==> config.mk <==
export PLATFORM = sky130hd
export DESIGN_NAME = elevator_scheduler
export DESIGN_NICKNAME = d
export VERILOG_FILES = /design/src/rtl/elevator_scheduler.sv
export SDC_FILE = /design/constraint.sdc
export NUM_CORES = 1
export LEC_CHECK = 0
export CAP_MARGIN = 25
export CORE_MARGIN = 5
export CORE_UTILIZATION = 48
export CTS_CLUSTER_SIZE = 8
export DETAILED_ROUTE_END_ITERATION = 12
export HOLD_SLACK_MARGIN = 0.15
export PLACE_DENSITY = 0.83
export SYNTH_ARGS = -nofsm -noshare
export SYNTH_HDL_FRONTEND = slang
export SYNTH_SLANG_ARGS = --single-unit
==> constraint.sdc <==
create_clock -name clk -period 2.6 [get_ports clk]
set_input_delay 0.52 -clock clk [delete_from_list [all_inputs] [get_ports clk]]
set_output_delay 0.52 -clock clk [all_outputs]
set_load 0.03 [all_outputs]
==> src/rtl/elevator_scheduler.sv <==
// Three-floor elevator call latching and SCAN dispatch controller.
// Latches hall/car calls, picks travel direction, stops the car and times the door.
module elevator_scheduler #(
   parameter int DOOR_CYCLES = 8
) (
   input  logic       clk,
   input  logic       rst,
   input  logic       UP1,
   input  logic       UP2,
   input  logic       DOWN2,
   input  logic       DOWN3,
   input  logic       FLOOR1,
   input  logic       FLOOR2,
   input  logic       FLOOR3,
   input  logic       DC,
   input  logic [1:0] FS,
   output logic       door,
   output logic [1:0] direction,
   output logic [6:0] calls
);

   localparam logic [7:0] DOOR_LOAD = 8'(DOOR_CYCLES - 1);

   localparam logic [6:0] F1_M = 7'b0010001;
   localparam logic [6:0] F2_M = 7'b0100110;
   localparam logic [6:0] F3_M = 7'b1001000;

   typedef enum logic [1:0] {
      IDLE,
      MOVE_UP,
      MOVE_DOWN,
      DOOR_OPEN
   } state_t;

   state_t     state;
   logic       lastdir;
   logic [7:0] cnt;
   logic [1:0] fs_q;
   logic [1:0] fs_prev;

   logic [6:0] btn;
   logic [6:0] here_m;
   logic [6:0] above_m;
   logic [6:0] below_m;
   logic [6:0] car_m;
   logic [6:0] up_m;
   logic [6:0] dn_m;
   logic [6:0] clr_m;
   logic [6:0] set_m;
   logic       here;
   logic       above;
   logic       below;
   logic       arrive;
   logic       stop_up;
   logic       stop_down;
   logic       same_pend;

   assign btn = {FLOOR3, FLOOR2, FLOOR1, DOWN3, DOWN2, UP2, UP1};

   always_comb begin
      here_m  = '0;
      above_m = '0;
      below_m = '0;
      car_m   = '0;
      up_m    = '0;
      dn_m    = '0;
      case (fs_q)
         2'b01: begin
            here_m  = F1_M;
            above_m = F2_M | F3_M;
            car_m   = 7'b0010000;
            up_m    = 7'b0000001;
         end
         2'b10: begin
            here_m  = F2_M;
            above_m = F3_M;
            below_m = F1_M;
            car_m   = 7'b0100000;
            up_m    = 7'b0000010;
            dn_m    = 7'b0000100;
         end
         2'b11: begin
            here_m  = F3_M;
            below_m = F1_M | F2_M;
            car_m   = 7'b1000000;
            dn_m    = 7'b0001000;
         end
         default: ;
      endcase
   end

   assign here   = |(calls & here_m);
   assign above  = |(calls & above_m);
   assign below  = |(calls & below_m);
   assign arrive = (fs_q != 2'b00) && (fs_q != fs_prev);

   assign stop_up = arrive && ((fs_q == 2'b11) || |(calls & car_m)
                    || |(calls & up_m) || (here && !above));
   assign stop_down = arrive && ((fs_q == 2'b01) || |(calls & car_m)
                      || |(calls & dn_m) || (here && !below));

   // Floor 2 serves the lastdir hall call; if only the opposite one is
   // waiting, that is what opened the door, so it is served instead.
   assign same_pend = lastdir ? calls[1] : calls[2];

   always_comb begin
      clr_m = here_m;
      if (fs_q == 2'b10) begin
         clr_m = 7'b0100000 | (lastdir ? 7'b0000010 : 7'b0000100);
         if (!calls[5] && !same_pend)
            clr_m = clr_m | (lastdir ? 7'b0000100 : 7'b0000010);
      end
   end

   assign set_m = btn & ~((state == DOOR_OPEN) ? here_m : 7'b0);

   always_ff @(posedge clk or posedge rst) begin
      if (rst) begin
         state     <= IDLE;
         calls     <= '0;
         lastdir   <= 1'b1;
         cnt       <= '0;
         door      <= 1'b0;
         direction <= 2'b00;
         fs_q      <= 2'b00;
         fs_prev   <= 2'b00;
      end else begin
         fs_q    <= FS;
         fs_prev <= fs_q;
         calls   <= calls | set_m;
         case (state)
            IDLE: begin
               if (here) begin
                  state     <= DOOR_OPEN;
                  door      <= 1'b1;
                  direction <= 2'b00;
                  cnt       <= DOOR_LOAD;
                  calls     <= (calls | set_m) & ~clr_m;
               end else if (above && (lastdir || !below)) begin
                  state     <= MOVE_UP;
                  direction <= 2'b01;
                  lastdir   <= 1'b1;
               end else if (below) begin
                  state     <= MOVE_DOWN;
                  direction <= 2'b10;
                  lastdir   <= 1'b0;
               end
            end
            MOVE_UP, MOVE_DOWN: begin
               if ((state == MOVE_UP) ? stop_up : stop_down) begin
                  state     <= DOOR_OPEN;
                  door      <= 1'b1;
                  direction <= 2'b00;
                  cnt       <= DOOR_LOAD;
                  calls     <= (calls | set_m) & ~clr_m;
               end
            end
            DOOR_OPEN: begin
               if (cnt == 8'd0 || DC) begin
                  state <= IDLE;
                  door  <= 1'b0;
               end else begin
                  cnt <= cnt - 8'd1;
               end
            end
            default: state <= IDLE;
         endcase
      end
   end

endmodule

==> key figures <==
Setup path
  – Crit end category: register
  – Worst R2R Start: fs_q[0]
  – Reg-to-reg critical path endpoint: cnt[4]
  – Crit Path Category: reg -> reg
  – Logic depth of the worst register-to-register path: 9
  – Max FO, Critical Path: 5
  – Data arrival time of the critical path: 2.84 ns
  – Worst-case register-to-register setup slack: 0.03 ns
  – Crit-path slowest cell: sky130_fd_sc_hd__or4_4
  – Buf+Inv Stages, Crit Path: 2
  – Biggest cell delay along the critical path: 0.49 ns
  – Setup crit start kind: register
  – Critical path required time: 2.87 ns
  – Delay-heaviest family, CP: simple AND/OR/NAND/NOR gates
  – Worst path most repeated cell: sky130_fd_sc_hd__buf_4
  – Critical-path cell list: buf_4 > ha_2 > o22a_1 > nor3_2 > o41ai_4 > buf_4 > a211o_4 > or4_4 > nand3_2

Global routing
  – Gr ovfl total: 0
  – Maximum number of pins on one net before global-route repair: 26
  – Total Routing Usage GR: 17.4%
  – Global-route wire length before repair: 6110 µm
  – Number of global-route vias before repair: 1,392
  – Number of antenna violations at the first check in global routing: 0

Hold path
  – Hold Path Cell Cnt: 1
  – Hold wc startpoint: door
  – End of the worst hold path: door
  – Tightest Hold Check Type: reg -> reg

CTS
  – Skew-Pair Late Insertion Delay: 0.32 ns
  – Sink count of the clock tree: 25
  – H-tree depth: 1
  – Number of buffers between clock root and the deepest sink: 2
  – Num CTS Buffers: 3
  – Register clock-pin slew on the reported worst setup and hold paths: 0.15 ns
  – Clk root buf: sky130_fd_sc_hd__clkbuf_4
  – TritonCTS clock tree: done

Detailed routing
  – Initial DRC Count: 104
  – DR WL/cell: 16.0 µm
  – Final routed DRC violation total: 0
  – Number of iterations in the first detailed-routing pass: 4
  – Vias per cell: 6.02
  – Drt total wl: 3850 µm
  – Post-DRT Antenna Nets: 0
  – Vias: 1,444

Power and ir drop
  – Power consumption: 2.19 mW
  – P_leak: 0.864 nW
  – Worst VDD drop: 0.567 mV
  – Total power per unit cell area: 1120 nW/µm²

Floorplanning
  – Initial core utilization: 50.1%
  – Die Footprint: 4420 µm²
  – Number of cell rows: 20
  – Die height: 66.5 µm
  – Width of the die: 66.5 µm
  – IO Pins: 22
  – Floorplan Core Area: 3050 µm²

Logic synthesis
  – Number of synthesized flops with an enable pin: 0
  – Synth area leaders: sky130_fd_sc_hd__dfrtp_1, sky130_fd_sc_hd__ha_1, sky130_fd_sc_hd__a21oi_1, sky130_fd_sc_hd__nand2_1, sky130_fd_sc_hd__o21ai_0
  – Sequential share of the synthesized area: 41.0%
  – Gate count after technology mapping: 162
  – Warnings, synthesis: 0
  – Synth Cell Area: 1530 µm²
  – Count of different cell masters after synthesis: 47
  – Ys async rst share: 100%
  – Per-instance average area after synthesis: 9.45 µm²
  – Library cell with the largest summed area after synthesis: sky130_fd_sc_hd__dfrtp_1
  – Primary FF master, synth: sky130_fd_sc_hd__dfrtp_1
  – Net Count, Synth: 187
  – Fraction of post-synthesis cell area in the top cell type by area: 39.2%
  – Synthesis-stage register bit count: 25

Final layout
  – Post-layout instance count excluding filler cells: 240
  – Net count, final: 222
  – Fraction of layout instances using a drive strength above 1: 19.4%
  – Layout area overhead: 28.6%
  – Top library cells by usage in the layout, fill and taps aside: sky130_fd_sc_hd__dfrtp_1, sky130_fd_sc_hd__clkdlybuf4s50_1, sky130_fd_sc_hd__a21oi_1, sky130_fd_sc_hd__nand2_1, sky130_fd_sc_hd__buf_4
  – Sequential cell area in the final layout: 629 µm²
  – Antenna cells: 0
  – Commonest non-fill, non-tap cell in the layout: sky130_fd_sc_hd__dfrtp_1
  – Footprint of the multi-input gates: 922 µm²
  – Number of filler cells placed in the layout: 249

Flow run
  – Maximum Capacitance Violations: 0

STA
  – Period utilization: 98.9%
  – Final count of pins violating max slew: 0
  – Transition at the pin with the smallest max-transition slack: 0.617 ns
  – Final Critical Period: 2.57 ns
  – Max_slew headroom: 58.7%
  – Setup-violating endpoint count in the final report: 0
  – Count of final hold-check violations: 0
  – Post-Route Skew: 0.00778 ns
  – Highest clock rate: 389 MHz

Place
  – Detailed placer's ending HPWL: 2720 µm
  – Count of buffers from port buffering: 21
  – GP Congestion: 0.889
  – Placed Cells: 228

Status
  – Run status: finished clean
[layout make-up]
type | instances | share of cell area (%)
clock inverters | 1 | 0.254
multi-input cells | 125 | 46.9
repair buffers | 33 | 15.3
well taps | 44 | 2.80
clock buffers | 3 | 1.14
flip-flops and latches | 25 | 32.0
inverters | 9 | 1.72
[per-layer routing]
metal | GRT usage, % | vias to the layer above | routed length, µm
li1 | - | 670 | -
met1 | 21.2 | 697 | 1590
met2 | 31.8 | 62 | 1950
met3 | 2.36 | 15 | 212
met4 | 4.31 | 0 | 95
met5 | 0 | - | 0
[worst max-delay path by stage]
stage / startpoint / endpoint / cells after the start
after global routing: fs_q[0] / state[0] / 10
after CTS: fs_q[0] / direction[0] / 9
after detailed placement: fs_q[0] / direction[0] / 8
after global placement: fs_q[0] / direction[0] / 8
after floorplan: fs_q[0] / direction[0] / 9
final: fs_q[0] / cnt[4] / 9
[synthesized netlist by cell type (3+ instances only)]
cell,instances
sky130_fd_sc_hd__a21oi_1,17
sky130_fd_sc_hd__dfrtp_1,24
sky130_fd_sc_hd__ha_1,13
sky130_fd_sc_hd__inv_1,9
sky130_fd_sc_hd__mux2i_1,3
sky130_fd_sc_hd__nand2_1,15
sky130_fd_sc_hd__nand3_1,8
sky130_fd_sc_hd__nor2_1,9
sky130_fd_sc_hd__nor3_1,3
sky130_fd_sc_hd__nor4_1,3
sky130_fd_sc_hd__o21ai_0,10
sky130_fd_sc_hd__or2_2,3
[repair_timing]
action / CTS / global route
gates cloned: 0 / 1
hold endpoints to repair: 0 / 0
resized for setup: 1 / 16
setup buffers: 2 / 5
hold buffers: 0 / 0
endpoints found under the setup margin: 4 / 19
pin swaps: 1 / 5
[where the power goes]
group	internal [mW]	total [mW]	switching, mW
logic	0.565	1.34	0.780
registers	0.521	0.670	0.149
clock network	0.0577	0.180	0.122
[cells by family after synthesis]
| group | Yosys count | share of synthesized area (%) |
|---|---|---|
| simple gates | 54 | 18.2 |
| compound gates | 50 | 21.5 |
| flops | 25 | 41.0 |
| buf+inv | 13 | 4.17 |
| fa+ha+maj | 13 | 10.6 |
| mux | 5 | 3.43 |
| xor+xnor | 2 | 1.14 |
[sequential cells by signal, indices dropped and copies added, names as in the netlist]
signal / flops
fs_q: 2
door: 1
calls: 7
direction: 2
lastdir: 1
fs_prev: 2
state: 2
cnt: 8
[metrics by stage]
| step | TNS, ns | worst slack [ns] | hold slack, ns | util, % | area [µm²] |
|---|---|---|---|---|---|
| 2_1_floorplan | 0 | 0.142 | 0.473 | - | 1530 |
| 3_3_place_gp | 0 | 0.110 | 0.464 | 59.1 | 1800 |
| 3_5_place_dp | -0.129 | -0.0599 | 0.470 | 59.1 | 1800 |
| 4_1_cts | 0 | 0.00747 | 0.501 | 60.5 | 1850 |
| 5_1_grt | -0.242 | -0.0567 | 0.538 | 64.5 | 1970 |
| 6_report | 0 | 0.0281 | 0.495 | 64.5 | 1970 |
(Power assumes the default switching activity.)
